[src/rtl/multicycle_control_unit_if.sv]
// Control-unit <-> datapath/device bundle: opcode and status in, selects and strobes out.
interface multicycle_control_unit_if #(
    parameter int OPCODE_W = 6,
    parameter int ULA_W    = 5
);
    logic [OPCODE_W-1:0] opcode;
    logic                br_cond;
    logic                alu_done;
    logic                in_valid;
    logic                out_ready;
    logic                resume;
    logic                ir_write;
    logic                pc_write;
    logic [1:0]          pc_src;
    logic                MuxBankSelect;
    logic                MUXULASelect;
    logic                MUXDMSelect;
    logic [ULA_W-1:0]    ULAcode;
    logic                RegWrite;
    logic                WriteFlag;
    logic                alu_start;
    logic                inputControl;
    logic                in_ack;
    logic                outputControl;
    logic                halted;
    logic                illegal;
    logic                err_timeout;

    // Control unit side
    modport master (
        input  opcode, br_cond, alu_done, in_valid, out_ready, resume,
        output ir_write, pc_write, pc_src, MuxBankSelect, MUXULASelect, MUXDMSelect,
               ULAcode, RegWrite, WriteFlag, alu_start, inputControl, in_ack,
               outputControl, halted, illegal, err_timeout
    );

    // Datapath / device side
    modport slave (
        output opcode, br_cond, alu_done, in_valid, out_ready, resume,
        input  ir_write, pc_write, pc_src, MuxBankSelect, MUXULASelect, MUXDMSelect,
               ULAcode, RegWrite, WriteFlag, alu_start, inputControl, in_ack,
               outputControl, halted, illegal, err_timeout
    );
endinterface

[src/rtl/multicycle_control_unit.sv]
// Multi-cycle control FSM: FETCH/DECODE/EXEC/MEM/WB with ALU and I/O stalls,
// resumable HALT, sticky illegal-opcode flag and an ALU watchdog.
module multicycle_control_unit #(
    parameter int OPCODE_W = 6,
    parameter int ULA_W    = 5,
    parameter int TIMEOUT  = 256
) (
    input logic clock,
    input logic reset,
    multicycle_control_unit_if.master bus
);
    localparam int CNT_W = $clog2(TIMEOUT);

    localparam logic [3:0] S_IDLE     = 4'd0;
    localparam logic [3:0] S_FETCH    = 4'd1;
    localparam logic [3:0] S_DECODE   = 4'd2;
    localparam logic [3:0] S_EXEC     = 4'd3;
    localparam logic [3:0] S_WAIT_ALU = 4'd4;
    localparam logic [3:0] S_WAIT_IO  = 4'd5;
    localparam logic [3:0] S_MEM      = 4'd6;
    localparam logic [3:0] S_WB       = 4'd7;
    localparam logic [3:0] S_HALT     = 4'd8;

    // Instruction classes derived from the latched opcode
    localparam logic [3:0] C_NOP  = 4'd0;
    localparam logic [3:0] C_WB   = 4'd1;
    localparam logic [3:0] C_ALU  = 4'd2;
    localparam logic [3:0] C_LW   = 4'd3;
    localparam logic [3:0] C_SW   = 4'd4;
    localparam logic [3:0] C_BR   = 4'd5;
    localparam logic [3:0] C_JMP  = 4'd6;
    localparam logic [3:0] C_JMPR = 4'd7;
    localparam logic [3:0] C_IN   = 4'd8;
    localparam logic [3:0] C_OUT  = 4'd9;

    logic [3:0]          state_reg, state_next;
    logic [OPCODE_W-1:0] op_reg;
    logic [CNT_W-1:0]    cnt_reg;
    logic                illegal_reg, err_reg;

    logic                live_high, lat_high, live_bad, lat_bad, live_hlt;
    logic [3:0]          cls;
    logic [4:0]          ula5;
    logic                imm_sel, bank_sel, active, wd_expire;
    logic                ir_write, pc_write, reg_write, write_flag, alu_start;
    logic                out_valid, in_ack, halted;
    logic [1:0]          pc_src;

    // Bits above the 6-bit opcode space only exist for wide opcodes
    generate
        if (OPCODE_W > 6) begin : g_wide
            assign live_high = |bus.opcode[OPCODE_W-1:6];
            assign lat_high  = |op_reg[OPCODE_W-1:6];
        end else begin : g_narrow
            assign live_high = 1'b0;
            assign lat_high  = 1'b0;
        end
    endgenerate

    assign live_bad  = live_high || (bus.opcode[5:0] > 6'h1D);
    assign lat_bad   = lat_high  || (op_reg[5:0]     > 6'h1D);
    assign live_hlt  = !live_high && (bus.opcode[5:0] == 6'h17);
    assign wd_expire = (cnt_reg == CNT_W'(TIMEOUT - 1));

    // Opcode decode: class, ALU code, immediate select, destination-bank select.
    // Bank select only matters for register-writing ALU ops and OUT; illegal codes decode as NOP.
    always_comb begin
        cls      = C_NOP;
        ula5     = 5'h00;
        imm_sel  = 1'b0;
        bank_sel = 1'b0;
        if (!lat_bad) begin
            case (op_reg[5:0])
                6'h00: begin cls = C_WB;   ula5 = 5'h00; bank_sel = 1'b1; end // ADD
                6'h01: begin cls = C_WB;   ula5 = 5'h01; bank_sel = 1'b1; end // SUB
                6'h02: begin cls = C_WB;   ula5 = 5'h00; imm_sel  = 1'b1; end // ADDI
                6'h03: begin cls = C_WB;   ula5 = 5'h01; imm_sel  = 1'b1; end // SUBI
                6'h04: begin cls = C_ALU;  ula5 = 5'h05; bank_sel = 1'b1; end // MULT
                6'h05: begin cls = C_WB;   ula5 = 5'h09; bank_sel = 1'b1; end // NOT
                6'h06: begin cls = C_WB;   ula5 = 5'h0A; bank_sel = 1'b1; end // AND
                6'h07: begin cls = C_WB;   ula5 = 5'h0B; bank_sel = 1'b1; end // OR
                6'h08: begin cls = C_WB;   ula5 = 5'h0C; bank_sel = 1'b1; end // XOR
                6'h09: begin cls = C_WB;   ula5 = 5'h04; bank_sel = 1'b1; end // SLT
                6'h0A: begin cls = C_WB;   ula5 = 5'h07; bank_sel = 1'b1; end // SHFL
                6'h0B: begin cls = C_WB;   ula5 = 5'h08; bank_sel = 1'b1; end // SHFR
                6'h0C: begin cls = C_LW;   ula5 = 5'h00; imm_sel  = 1'b1; end // LW
                6'h0D: begin cls = C_WB;   ula5 = 5'h00; imm_sel  = 1'b1; end // LI
                6'h0E: begin cls = C_SW;   ula5 = 5'h00; imm_sel  = 1'b1; end // SW
                6'h0F: begin cls = C_BR;   ula5 = 5'h0D; end                  // BEQ
                6'h10: begin cls = C_BR;   ula5 = 5'h10; end                  // BNEQ
                6'h11: begin cls = C_BR;   ula5 = 5'h11; end                  // BEQZ
                6'h12: begin cls = C_JMP;  ula5 = 5'h02; end                  // JMP
                6'h13: begin cls = C_JMPR; ula5 = 5'h00; end                  // JMPR
                6'h15: begin cls = C_IN;   imm_sel  = 1'b1; end               // IN
                6'h16: begin cls = C_OUT;  bank_sel = 1'b1; end               // OUT
                6'h18: begin cls = C_WB;   ula5 = 5'h00; imm_sel  = 1'b1; end // MOVE
                6'h19: begin cls = C_ALU;  ula5 = 5'h12; bank_sel = 1'b1; end // DIV
                6'h1A: begin cls = C_ALU;  ula5 = 5'h13; bank_sel = 1'b1; end // remainder
                6'h1B: begin cls = C_WB;   ula5 = 5'h06; bank_sel = 1'b1; end // SGT
                6'h1C: begin cls = C_WB;   ula5 = 5'h0E; bank_sel = 1'b1; end // SLE
                6'h1D: begin cls = C_WB;   ula5 = 5'h0F; bank_sel = 1'b1; end // SGE
                default: ;                                                    // NOP, HLT
            endcase
        end
    end

    // Next-state logic; alu_done is checked before the watchdog so it wins a tie
    always_comb begin
        state_next = state_reg;
        case (state_reg)
            S_IDLE:   state_next = S_FETCH;
            S_FETCH:  state_next = S_DECODE;
            S_DECODE: state_next = live_hlt ? S_HALT : S_EXEC;
            S_EXEC: begin
                case (cls)
                    C_WB:         state_next = S_WB;
                    C_LW, C_SW:   state_next = S_MEM;
                    C_ALU:        state_next = S_WAIT_ALU;
                    C_IN, C_OUT:  state_next = S_WAIT_IO;
                    default:      state_next = S_FETCH;
                endcase
            end
            S_WAIT_ALU: begin
                if (bus.alu_done)   state_next = S_WB;
                else if (wd_expire) state_next = S_HALT;
            end
            S_WAIT_IO: begin
                if (cls == C_IN && bus.in_valid)        state_next = S_WB;
                else if (cls == C_OUT && bus.out_ready) state_next = S_FETCH;
            end
            S_MEM:    state_next = (cls == C_LW) ? S_WB : S_FETCH;
            S_WB:     state_next = S_FETCH;
            S_HALT:   state_next = bus.resume ? S_FETCH : S_HALT;
            default:  state_next = S_IDLE;
        endcase
    end

    // State register
    always_ff @(posedge clock or negedge reset) begin
        if (!reset) state_reg <= S_IDLE;
        else        state_reg <= state_next;
    end

    // Opcode latch at the end of DECODE
    always_ff @(posedge clock or negedge reset) begin
        if (!reset)                   op_reg <= '0;
        else if (state_reg == S_DECODE) op_reg <= bus.opcode;
    end

    // Watchdog counter: held at zero outside WAIT_ALU, saturating inside it
    always_ff @(posedge clock or negedge reset) begin
        if (!reset)                     cnt_reg <= '0;
        else if (state_reg != S_WAIT_ALU) cnt_reg <= '0;
        else if (cnt_reg != {CNT_W{1'b1}}) cnt_reg <= cnt_reg + 1'b1;
    end

    // Sticky error flags, cleared only by reset
    always_ff @(posedge clock or negedge reset) begin
        if (!reset) begin
            illegal_reg <= 1'b0;
            err_reg     <= 1'b0;
        end else begin
            if (state_reg == S_DECODE && live_bad) illegal_reg <= 1'b1;
            if (state_reg == S_WAIT_ALU && !bus.alu_done && wd_expire) err_reg <= 1'b1;
        end
    end

    // Per-state strobes and PC source
    always_comb begin
        ir_write   = 1'b0;
        pc_write   = 1'b0;
        pc_src     = 2'b00;
        reg_write  = 1'b0;
        write_flag = 1'b0;
        alu_start  = 1'b0;
        out_valid  = 1'b0;
        in_ack     = 1'b0;
        halted     = 1'b0;
        case (state_reg)
            S_FETCH: begin
                ir_write = 1'b1;
                pc_write = 1'b1;
            end
            S_EXEC: begin
                case (cls)
                    C_ALU:  alu_start = 1'b1;
                    C_BR:   begin pc_write = bus.br_cond; pc_src = 2'b01; end
                    C_JMP:  begin pc_write = 1'b1;        pc_src = 2'b10; end
                    C_JMPR: begin pc_write = 1'b1;        pc_src = 2'b11; end
                    default: ;
                endcase
            end
            S_MEM:     write_flag = (cls == C_SW);
            S_WAIT_IO: out_valid  = (cls == C_OUT);
            S_WB: begin
                reg_write = 1'b1;
                in_ack    = (cls == C_IN);
            end
            S_HALT:    halted = 1'b1;
            default: ;
        endcase
    end

    // Selects are only driven while an instruction is past DECODE
    assign active = (state_reg == S_EXEC) || (state_reg == S_WAIT_ALU) ||
                    (state_reg == S_WAIT_IO) || (state_reg == S_MEM) || (state_reg == S_WB);

    assign bus.ir_write      = ir_write;
    assign bus.pc_write      = pc_write;
    assign bus.pc_src        = pc_src;
    assign bus.MuxBankSelect = active && bank_sel;
    assign bus.MUXULASelect  = active && imm_sel;
    assign bus.MUXDMSelect   = active && (cls != C_LW);
    assign bus.ULAcode       = active ? ULA_W'(ula5) : '0;
    assign bus.RegWrite      = reg_write;
    assign bus.WriteFlag     = write_flag;
    assign bus.alu_start     = alu_start;
    assign bus.inputControl  = active && (cls == C_IN);
    assign bus.in_ack        = in_ack;
    assign bus.outputControl = out_valid;
    assign bus.halted        = halted;
    assign bus.illegal       = illegal_reg || (state_reg == S_DECODE && live_bad);
    assign bus.err_timeout   = err_reg;
endmodule

[src/flat_wrapper.sv]
// flat-port wrapper written by rule: the top's interface ports become plain ports
module multicycle_control_unit_flat 
#(
    parameter int OPCODE_W = 6,
    parameter int ULA_W    = 5,
    parameter int TIMEOUT  = 256
)
  (clock, reset, bus_opcode, bus_br_cond, bus_alu_done, bus_in_valid, bus_out_ready, bus_resume, bus_ir_write, bus_pc_write, bus_pc_src, bus_MuxBankSelect, bus_MUXULASelect, bus_MUXDMSelect, bus_ULAcode, bus_RegWrite, bus_WriteFlag, bus_alu_start, bus_inputControl, bus_in_ack, bus_outputControl, bus_halted, bus_illegal, bus_err_timeout);
  multicycle_control_unit_if #(.OPCODE_W(OPCODE_W), .ULA_W(ULA_W)) bus_i ();
  input logic clock;
  input logic reset;
  input wire logic [$bits(bus_i.opcode)-1:0] bus_opcode;
  input wire logic [$bits(bus_i.br_cond)-1:0] bus_br_cond;
  input wire logic [$bits(bus_i.alu_done)-1:0] bus_alu_done;
  input wire logic [$bits(bus_i.in_valid)-1:0] bus_in_valid;
  input wire logic [$bits(bus_i.out_ready)-1:0] bus_out_ready;
  input wire logic [$bits(bus_i.resume)-1:0] bus_resume;
  output wire logic [$bits(bus_i.ir_write)-1:0] bus_ir_write;
  output wire logic [$bits(bus_i.pc_write)-1:0] bus_pc_write;
  output wire logic [$bits(bus_i.pc_src)-1:0] bus_pc_src;
  output wire logic [$bits(bus_i.MuxBankSelect)-1:0] bus_MuxBankSelect;
  output wire logic [$bits(bus_i.MUXULASelect)-1:0] bus_MUXULASelect;
  output wire logic [$bits(bus_i.MUXDMSelect)-1:0] bus_MUXDMSelect;
  output wire logic [$bits(bus_i.ULAcode)-1:0] bus_ULAcode;
  output wire logic [$bits(bus_i.RegWrite)-1:0] bus_RegWrite;
  output wire logic [$bits(bus_i.WriteFlag)-1:0] bus_WriteFlag;
  output wire logic [$bits(bus_i.alu_start)-1:0] bus_alu_start;
  output wire logic [$bits(bus_i.inputControl)-1:0] bus_inputControl;
  output wire logic [$bits(bus_i.in_ack)-1:0] bus_in_ack;
  output wire logic [$bits(bus_i.outputControl)-1:0] bus_outputControl;
  output wire logic [$bits(bus_i.halted)-1:0] bus_halted;
  output wire logic [$bits(bus_i.illegal)-1:0] bus_illegal;
  output wire logic [$bits(bus_i.err_timeout)-1:0] bus_err_timeout;
  assign bus_i.opcode = bus_opcode;
  assign bus_i.br_cond = bus_br_cond;
  assign bus_i.alu_done = bus_alu_done;
  assign bus_i.in_valid = bus_in_valid;
  assign bus_i.out_ready = bus_out_ready;
  assign bus_i.resume = bus_resume;
  assign bus_ir_write = bus_i.ir_write;
  assign bus_pc_write = bus_i.pc_write;
  assign bus_pc_src = bus_i.pc_src;
  assign bus_MuxBankSelect = bus_i.MuxBankSelect;
  assign bus_MUXULASelect = bus_i.MUXULASelect;
  assign bus_MUXDMSelect = bus_i.MUXDMSelect;
  assign bus_ULAcode = bus_i.ULAcode;
  assign bus_RegWrite = bus_i.RegWrite;
  assign bus_WriteFlag = bus_i.WriteFlag;
  assign bus_alu_start = bus_i.alu_start;
  assign bus_inputControl = bus_i.inputControl;
  assign bus_in_ack = bus_i.in_ack;
  assign bus_outputControl = bus_i.outputControl;
  assign bus_halted = bus_i.halted;
  assign bus_illegal = bus_i.illegal;
  assign bus_err_timeout = bus_i.err_timeout;
  multicycle_control_unit #(.OPCODE_W(OPCODE_W), .ULA_W(ULA_W), .TIMEOUT(TIMEOUT)) u_core (.clock(clock), .reset(reset), .bus(bus_i));
endmodule
[config.mk]
export PLATFORM = sky130hd
export DESIGN_NAME = multicycle_control_unit_flat
export DESIGN_NICKNAME = d
export VERILOG_FILES = /design/src/rtl/multicycle_control_unit_if.sv /design/src/rtl/multicycle_control_unit.sv /design/src/flat_wrapper.sv
export SDC_FILE = /design/constraint.sdc
export NUM_CORES = 1
export LEC_CHECK = 0
export CAP_MARGIN = 40
export CORE_UTILIZATION = 40
export DETAILED_ROUTE_END_ITERATION = 8
export GPL_TIMING_DRIVEN = 0
export PLACE_DENSITY_LB_ADDON = 0.3
export SETUP_SLACK_MARGIN = 0.15
export SLEW_MARGIN = 10
export SYNTH_ARGS = -nofsm -noshare
export SYNTH_HDL_FRONTEND = slang
export SYNTH_SLANG_ARGS = --single-unit
[constraint.sdc]
create_clock -name clock -period 1.6 [get_ports clock]
set_clock_uncertainty 0.05 [all_clocks]
set_input_delay 0.32 -clock clock [delete_from_list [all_inputs] [get_ports clock]]
set_output_delay 0.32 -clock clock [all_outputs]
set_load 0.02 [all_outputs]
Yosys cells after proc, flatten, opt, wreduce, memory -nomap -nowiden --
Cells that the tools add are included.
Storage, ports and cells: latch bits 0, bits in writable memories 0, memories kept 0, bits in read-only memories 0, register bits after elaboration 20, output and inout bits 21
Cells by class: order comparisons 2, divide/modulo/power cells 0, reductions and logical operators 29, equality and inequality tests 51, multiply operators 0, multiplexer cells 32, $add $sub $neg 1, shift operators 0, bitwise logic cells 0
Operators with widths (count):
- $pmux W5 S18 | 1
- $eq A6 B5 Y1 const B | 13
- $eq A6 B4 Y1 const B | 8
- $pmux W4 S9 | 1
- $eq A4 B3 Y1 const B | 8
- $pmux W4 S8 | 1
- $reduce_or A16 Y1 | 2
- $mux W4 | 7
- $eq A6 B3 Y1 const B | 4
- $eq A4 B2 Y1 const B | 4
- $mux W8 | 2
- $eq A4 B4 Y1 const B | 3
- $eq A6 B2 Y1 const B | 2
- $gt A6 B5 Y1 const B | 2
- $mux W1 | 12
- $pmux W3 S4 | 1
- $mux W5 | 2
- $reduce_or A2 Y1 | 5
- $logic_and A1 B1 Y1 | 9
- $add A8 B1 Y8 const B | 1
- $eq A4 B1 Y1 const B | 2
- $eq A8 B8 Y1 const B | 1
- $ne A8 B8 Y1 const B | 1
- $reduce_or A7 Y1 | 1
- other kinds (16) | 22

Longest topological paths before layout --
Gate-level depths: netlist of the first run.
depth after elaboration 9, depth in mapped cells 6, depth with buffers taken out 5

Worst setup path before layout of the first run --
OpenSTA, ideal clock, no wires.
path kind register to output, start register u_core.state_reg[2], end output bus_pc_write, path buffers 1, cell stages (with the launch flop) 4, required time 1230 ps, path slack -527 ps, data arrival time 1757 ps, cell sequence dfrtp_1 > buf_2 > nor4b_1 > a211o_1
Between the ends: word-level cells in the longest chain between the ends 2, elaborated cells between the ends (all ways) 3
RTL lines:
- start: declaration | line multicycle_control_unit.sv:36 | logic [3:0] state_reg, state_next;
- start signal: assignment | line multicycle_control_unit.sv:141 | else state_reg <= state_next;
- $eq A4 B2 Y1 / $eq A4 B1 Y1 (equally long branches) | line multicycle_control_unit.sv:179 | case (state_reg)
- $pmux W1 S2 (*) | line multicycle_control_unit.sv:179
- end: declaration | line flat_wrapper.sv:19 | output wire logic [$bits(bus_i.pc_write)-1:0] bus_pc_write;
Mark *: on every way between the ends. The rest lies on a longest branch, timed or not.

Worst setup path in the final report of the first run --
start register u_core.op_reg[4], end output bus_alu_start
Between the ends: word-level cells in the longest chain between the ends 7, elaborated cells between the ends (all ways) 37
RTL lines:
- start: declaration | line multicycle_control_unit.sv:37 | logic [OPCODE_W-1:0] op_reg;
- start signal: assignment | line multicycle_control_unit.sv:147 | else if (state_reg == S_DECODE) op_reg <= bus.opcode;
- $eq A6 B2 Y1, or another cell as far along | line multicycle_control_unit.sv:73 | case (op_reg[5:0])
- $reduce_or A16 Y1 (no line) / $reduce_or A3 Y1 (equally long branches)
- $pmux W4 S9 | line multicycle_control_unit.sv:73
- $mux W4 (*) | line multicycle_control_unit.sv:72 | if (!lat_bad) begin
- $eq A4 B2 Y1 (*) | line multicycle_control_unit.sv:185 | case (cls)
- $mux W1 (*) | line multicycle_control_unit.sv:185
- $mux W1 (*) | line multicycle_control_unit.sv:179
- end: declaration | line flat_wrapper.sv:27 | output wire logic [$bits(bus_i.alu_start)-1:0] bus_alu_start;
Marks and branches as above.

==> results of run 1 <==
-- layer usage --
layer	routed length (µm)	vias to the layer above	share of wire, %	global-route usage (%)
met4	78	0	1.3	4.255
met1	2624	984	42	37.50
met3	396	8	6.4	2.055
li1	-	930	-	-
met2	3121	106	50	43.31
met5	0	-	0	0
-- per-stage QoR --
step	total power, mW	hold WS, ps
after floorplan	2.728	-25.59
after global placement	3.416	389.6
after detailed placement	3.428	399.8
after CTS	4.737	298.3
after global routing	5.848	306.7
final	5.583	288.4
-- worst max path at each step --
stage / start / end / cells past startpoint
2_1_floorplan: u_core.op_reg[4] / bus_ULAcode[4] / 4
3_3_place_gp: u_core.op_reg[2] / bus_MuxBankSelect / 6
3_5_place_dp: u_core.op_reg[2] / bus_MuxBankSelect / 6
4_1_cts: u_core.op_reg[4] / bus_MuxBankSelect / 5
5_1_grt: u_core.op_reg[4] / bus_alu_start / 6
6_report: u_core.op_reg[4] / bus_alu_start / 6
-- power breakdown --
part	switching (mW)	total (mW)	internal, mW	leakage (nW)
Sequential	0.217	0.856	0.639	0.253
Combinational	2.18	4.35	2.17	0.987
Clock	0.159	0.378	0.219	0.0288
-- synth_stat cells, types with 3 or more instances --
| cell type | count | area share (%) |
|---|---|---|
| sky130_fd_sc_hd__nor4_1 | 5 | 1.9 |
| sky130_fd_sc_hd__o31ai_1 | 3 | 1.4 |
| sky130_fd_sc_hd__a21oi_1 | 12 | 3.6 |
| sky130_fd_sc_hd__mux2i_1 | 3 | 1.8 |
| sky130_fd_sc_hd__nand2b_1 | 8 | 3.0 |
| sky130_fd_sc_hd__nor3_1 | 8 | 2.4 |
| sky130_fd_sc_hd__mux2_2 | 5 | 3.4 |
| sky130_fd_sc_hd__and3_1 | 6 | 2.3 |
| sky130_fd_sc_hd__dfrtp_1 | 20 | 30 |
| sky130_fd_sc_hd__o22ai_1 | 3 | 1.1 |
| sky130_fd_sc_hd__o21ai_0 | 10 | 3.0 |
| sky130_fd_sc_hd__nand3_1 | 7 | 2.1 |
| sky130_fd_sc_hd__nand2_1 | 12 | 2.7 |
| sky130_fd_sc_hd__a21o_1 | 4 | 1.8 |
| sky130_fd_sc_hd__a22oi_1 | 4 | 1.8 |
| sky130_fd_sc_hd__nor4b_1 | 4 | 2.1 |
| sky130_fd_sc_hd__inv_1 | 4 | 0.90 |
| sky130_fd_sc_hd__buf_2 | 10 | 3.0 |
| sky130_fd_sc_hd__nor2_1 | 19 | 4.3 |
| sky130_fd_sc_hd__nand4_1 | 3 | 1.1 |
| sky130_fd_sc_hd__nor2b_1 | 7 | 2.6 |
-- repair_timing --
item | in CTS | in global routing
pin swaps | 20 | 23
setup endpoints to repair | 38 | 40
gates cloned | 2 | 0
buffers inserted | 24 | 18
resized for setup | 173 | 54
-- area by class of cell --
class / instances / area share, %
inverters: 5 / 0.7838
clock buffers: 4 / 1.815
well taps: 50 / 2.063
plain buffers: 16 / 6.106
multi-input cells: 161 / 48.93
repair buffers: 78 / 23.64
flip-flops and latches: 20 / 16.67
-- kinds of logic (layout without fill, tap and decap cells) --
logic type / Yosys count / count (layout) / synth area share [%]
AOI/OAI and AO/OA: 55 / 55 / 22.30
xor gates and xnor gates: 2 / 2 / 1.051
adders and majority gates: 1 / 1 / 0.7506
buffers and inverters: 21 / 103 / 6.831
DFF: 20 / 20 / 30.03
muxes: 8 / 8 / 5.180
and+or+nand+nor: 95 / 95 / 33.86
-- worst max-delay path, stage by stage (launching register included) --
cell,delay (ps)
sky130_fd_sc_hd__dfrtp_1,440
sky130_fd_sc_hd__buf_6,160
sky130_fd_sc_hd__nand2b_4,170
sky130_fd_sc_hd__o31ai_4,270
sky130_fd_sc_hd__a21oi_2,120
sky130_fd_sc_hd__nor4_2,170
sky130_fd_sc_hd__buf_2,210
==> impl_summary.txt, run 1 <==
----------------------------------------------------
[Outcome]
  Result of the run ... finished with violations
  Violated checks ... setup timing

[Cells and area]
  Post-Layout Cell Count ... 334
  Synth-to-Final Area Change ... 81.98%
  Most used cells in the layout excluding fill and tap cells ... sky130_fd_sc_hd__buf_6, sky130_fd_sc_hd__buf_4, sky130_fd_sc_hd__dfrtp_1, sky130_fd_sc_hd__clkdlybuf4s50_1, sky130_fd_sc_hd__nor2_1
  Fraction of layout cells with a size suffix above 1 ... 54.93%
  Util after Layout ... 75.82%
  Number of diodes ... 0
  Area taken by multi-input logic gates ... 1484 µm²
  Final net count ... 299
  Final standard cell area without fillers ... 3033 µm²
  Flip-flop count of the largest register after layout ... 8
  Area occupied by registers ... 505.5 µm²
  Number of filler instances in the final layout ... 259

[Clocking]
  Clock tree buffer depth ... 2
  CTS tree ... yes
  TritonCTS buffer count ... 3
  Clock-pin slew reported for the worst setup and hold paths after clock tree synthesis ... 70 ps
  CTS Root Buffer Type ... sky130_fd_sc_hd__clkbuf_8
  CTS Hold Buffers Added ... 0
  Clock latency of the later-clocked register in the worst-skew pair ... 250 ps
  TritonCTS sink count ... 20
  Number of H-tree branching levels ... 1

[Setup path]
  Reg-to-reg setup timing slack ... -260 ps
  Required time at the worst-slack endpoint ... 1230 ps
  Kind of launch point of the worst setup path ... flop
  Maximum fanout count along the critical path ... 5
  Arrival time at the worst endpoint ... 1790 ps
  Worst Reg2Reg Path Length in Cells ... 8
  Launch instance of the worst register-to-register path ... u_core.state_reg[1]
  Worst setup EP type ... output pin
  Critical R2R Capture ... u_core.state_reg[3]
  Critical setup path kind ... reg2out

[Min path]
  Hold Crit Class ... in2async

[Synthesis]
  Total nets after synthesis ... 216
  Dominant synthesized flop cell ... sky130_fd_sc_hd__dfrtp_1
  Cell count after synthesis ... 202
  Count of synthesis-stage warnings from yosys ... 0
  Post-synth EDFFs ... 0
  Synthesized area per cell ... 8.250 µm²
  Netlist Area Pre-Place ... 1667 µm²
  Number of distinct library cells after synthesis ... 55
  Seq/Total Area, Yosys ... 30.03%
  Number of register bits inferred by synthesis ... 20
  FFs w/ async S/R, synth ... 100.0%

[Power]
  PwrDens ... 1841 nW/µm²
  VDD IR-drop max ... 0.8966 mV
  Total leakage power ... 1.268 nW

[Placed design]
  DP Wirelength ... 3.327 mm
  Final weighted congestion in routability-driven placement ... 0.9517
  Input/output buffers ... 33
  DP Area ... 2212 µm²
  Setup slack after placement ... -895.2 ps
  # placed instances ... 286

[Timing]
  Slew Limit Headroom ... 70.25%
  Fmax ... 0.4640 GHz
  Tightest Pin Transition ... 442.2 ps
  Fin. Hold Viols ... 0
  Final setup violating endpoints ... 39
  Setup_tns ... -10,260 ps
  Post-layout min period ... 2155 ps
  Setup WS post-layout ... -555.3 ps
  Max-slew violation count ... 0
  Final period util ... 134.7%
  RSZ-0062 raised after global routing ... yes

[Floorplanning]
  Vertical extent of the die ... 66.55 µm
  Area of the die ... 4429 µm²
  CORE AREA ... 4000 µm²
  I/O pin total ... 34
  Overall die width ... 66.55 µm
  Number of placement rows ... 23
  Effective utilization at floorplan ... 41.66%

[GRT]
  Initial antenna violation count ... 0
  Vias in the first global route ... 1,760
  Wire length of the first global-routing pass ... 8.832 mm
  Pin count of the biggest net entering global routing ... 15
  Remaining global-route overflow ... 0
  Global router's overall resource usage ... 26.19%

[Job]
  Number of maximum-capacitance constraint violations ... 0

[Detailed routing]
  Number of remaining DRC errors ... 0
  Residual antenna-violating net count after detailed routing ... 0
  Routed wire length per instance ... 18.62 µm
  DRT Wirelength ... 6.220 mm
  Vias after detailed routing ... 2,028
  Routed vias/inst ... 6.072
  First-pass DRT Iterations ... 5
  Number of DRC violations after detailed-routing iteration 0 ... 166

----------------------------------------------------
Power figures use the tool's default switching activity.
==> run 2, diff against run 1 <==
- PLACE_DENSITY: default -> 0.72
- PLACE_DENSITY_LB_ADDON: 0.3 -> default
==> run 2 against run 1 <==
Against the previous run:
- the flow still finishes with violations (setup timing)
- sequential power down 6.0%
- routed wire length up 10%
- clock power up 7.1%
- final cell count up 4.2%
- die area unchanged
- global-route usage up 0.12 points
- final area up 4.4%
- setup slack better by 5.9 ps
- combinational power up 7.1%
- critical path type unchanged
- critical endpoint is now bus_MuxBankSelect
- largest cell class unchanged
==> impl_summary.txt, run 2 (synthesis results as in run 1) <==
----------------------------------------------------
[Outcome]
  Result of the run ... finished with violations
  Violated checks ... setup timing

[Detailed routing]
  Residual antenna-violating net count after detailed routing ... 0
  DRT Wirelength ... 6.847 mm
  Routed vias/inst ... 6.132
  Number of remaining DRC errors ... 0
  Number of DRC violations after detailed-routing iteration 0 ... 173
  Routed wire length per instance ... 19.68 µm
  Vias after detailed routing ... 2,134
  First-pass DRT Iterations ... 4

[Clocking]
  TritonCTS buffer count ... 3
  Clock latency of the later-clocked register in the worst-skew pair ... 270 ps
  Number of H-tree branching levels ... 1
  Clock tree buffer depth ... 2
  CTS Root Buffer Type ... sky130_fd_sc_hd__clkbuf_8
  CTS tree ... yes
  TritonCTS sink count ... 20
  Clock-pin slew reported for the worst setup and hold paths after clock tree synthesis ... 80 ps

[Floorplanning]
  Overall die width ... 66.55 µm
  Effective utilization at floorplan ... 41.66%
  Number of placement rows ... 23
  CORE AREA ... 4000 µm²
  I/O pin total ... 34
  Vertical extent of the die ... 66.55 µm
  Area of the die ... 4429 µm²

[Timing]
  Setup WS post-layout ... -549.4 ps
  Tightest Pin Transition ... 400.5 ps
  Max-slew violation count ... 0
  Setup_tns ... -12,000 ps
  Final setup violating endpoints ... 40
  Post-layout min period ... 2149 ps
  Fmax ... 0.4652 GHz
  Fin. Hold Viols ... 0
  Final period util ... 134.3%
  RSZ-0062 raised after global routing ... yes
  Slew Limit Headroom ... 73.22%

[Placed design]
  DP Wirelength ... 3.392 mm
  Final weighted congestion in routability-driven placement ... 0.9474
  DP Area ... 2212 µm²
  Input/output buffers ... 33

[Cells and area]
  Most used cells in the layout excluding fill and tap cells ... sky130_fd_sc_hd__buf_4, sky130_fd_sc_hd__buf_6, sky130_fd_sc_hd__dfrtp_1, sky130_fd_sc_hd__clkdlybuf4s50_1, sky130_fd_sc_hd__nor2_1
  Synth-to-Final Area Change ... 90.02%
  Final net count ... 313
  Fraction of layout cells with a size suffix above 1 ... 58.05%
  Flip-flop count of the largest register after layout ... 8
  Number of diodes ... 0
  Number of filler instances in the final layout ... 237
  Final standard cell area without fillers ... 3167 µm²
  Commonest non-fill, non-tap cell in the layout ... sky130_fd_sc_hd__buf_4

[Setup path]
  Required time at the worst-slack endpoint ... 1230 ps
  Worst setup EP type ... output pin
  Maximum fanout count along the critical path ... 7
  Critical setup path kind ... reg2out
  Kind of launch point of the worst setup path ... flop
  Arrival time at the worst endpoint ... 1780 ps
  Worst-path cell with the longest stage delay ... sky130_fd_sc_hd__dfrtp_1
  List of cells traversed by the critical path ... buf_6, a21oi_2, or2_4, a211o_4, a211oi_2, buf_4
  Total buffers and inverters traversed by the critical path ... 2
  Crit-path max cell delay ... 380 ps
  Top Family by Delay on Critical Path ... compound AO/OA/AOI/OAI gates

[Power]
  Part of the total power dissipated in sequential elements ... 13.7%
  Part of the total power dissipated in combinational logic ... 79.4%
  Cell internal power dissipation ... 3.193 mW
  Total leakage power ... 1.342 nW
  Clock power frac ... 6.9%
  PwrDens ... 1853 nW/µm²
  Net switching fraction of the power ... 45.60%
  VDD IR-drop max ... 1.189 mV
  NetSw ... 2.676 mW

[Min path]
  Hold Crit Class ... in2async

[Job]
  Number of maximum-capacitance constraint violations ... 0

[GRT]
  Vias in the first global route ... 1,774
  Pin count of the biggest net entering global routing ... 15
  Remaining global-route overflow ... 0
  Initial antenna violation count ... 0
  Global router's overall resource usage ... 26.32%
  Wire length of the first global-routing pass ... 8.687 mm

----------------------------------------------------
==> run 2: changes by cell type in the layout (fill, tap and decap cells not counted), moves of 2 or more <==
cell | before | now
sky130_fd_sc_hd__buf_4 | 34 | 46
sky130_fd_sc_hd__buf_12 | 0 | 3
sky130_fd_sc_hd__buf_6 | 34 | 37
sky130_fd_sc_hd__buf_8 | 7 | 4
sky130_fd_sc_hd__nor2b_2 | 0 | 3
sky130_fd_sc_hd__buf_2 | 6 | 4
sky130_fd_sc_hd__nand2b_1 | 3 | 5
sky130_fd_sc_hd__nor2_2 | 2 | 4
sky130_fd_sc_hd__nor2_4 | 7 | 5
sky130_fd_sc_hd__nor2b_4 | 3 | 1
==> run 2: final cells by class <==
cell class | count | area [µm²] | area share (%)
buffer | 16 | 183.9 | 5.808
clock buffer | 4 | 55.05 | 1.738
tap | 50 | 62.56 | 1.976
multi-input combinational | 161 | 1481 | 46.78
inverter | 5 | 23.77 | 0.7507
timing repair buffer | 92 | 854.6 | 26.99
sequential | 20 | 505.5 | 15.96
==> run 2: metrics by stage <==
step                cells  hold WS (ps)  setup WS [ps]  utilization [%]  power [mW]
CTS                   317         295.6         -515.1            66.37       4.692
finish                348         282.5         -549.4            79.17       5.869
floorplan             202        -25.59         -237.1                -       2.728
global route          348         302.7         -592.7            79.17       6.136
detailed placement    286         399.8         -869.7            55.30       3.425
global placement      285         391.0         -873.8            54.93       3.399
==> run 2: worst reg2reg max path, delay by kind of cell (launching register included) <==
kind,cells,cell delay [ps]
and+or+nand+nor,2,620
DFF,1,410
buffers and inverters,4,540
AOI/OAI and AO/OA,2,210
==> run 2: routing by layer <==
metal | wire length [µm] | global-route usage, % | up-vias
li1 | - | - | 960
met1 | 2886 | 34.11 | 1040
met4 | 195 | 9.840 | 0
met2 | 3368 | 43.31 | 107
met5 | 0 | 0 | -
met3 | 395 | 4.452 | 27
==> run 2: path summary, 6_finish.rpt <==
kind | from | to | slack, ps | cells after the start
max reg2reg | u_core.state_reg[1] | u_core.state_reg[3] | -290 | 8
min | reset | u_core.cnt_reg[5] | 280 | 1
max | u_core.state_reg[1] | bus_MuxBankSelect | -550 | 6
max in group asynchronous | reset | u_core.op_reg[3] | 760 | 2
min reg2reg | u_core.illegal_reg | u_core.illegal_reg | 410 | 1
min in group clock | u_core.illegal_reg | u_core.illegal_reg | 410 | 1
==> run 2: repair_timing <==
| action | in CTS | in global routing |
|---|---|---|
| gates cloned | 2 | 0 |
| buffers inserted | 25 | 31 |
| hold buffers | 0 | 0 |
| gates resized for setup | 162 | 62 |
| endpoints found under the setup margin | 38 | 40 |
| pin swaps | 16 | 20 |
==> run 2: power groups by stage <==
stage / Sequential [mW] / Clock [mW] / Combinational [mW]
global placement: 0.791 / 0 / 2.61
detailed placement: 0.795 / 0 / 2.63
floorplan: 0.746 / 0 / 1.98
CTS: 0.787 / 0.395 / 3.51
finish: 0.805 / 0.405 / 4.66
global route: 0.814 / 0.430 / 4.89
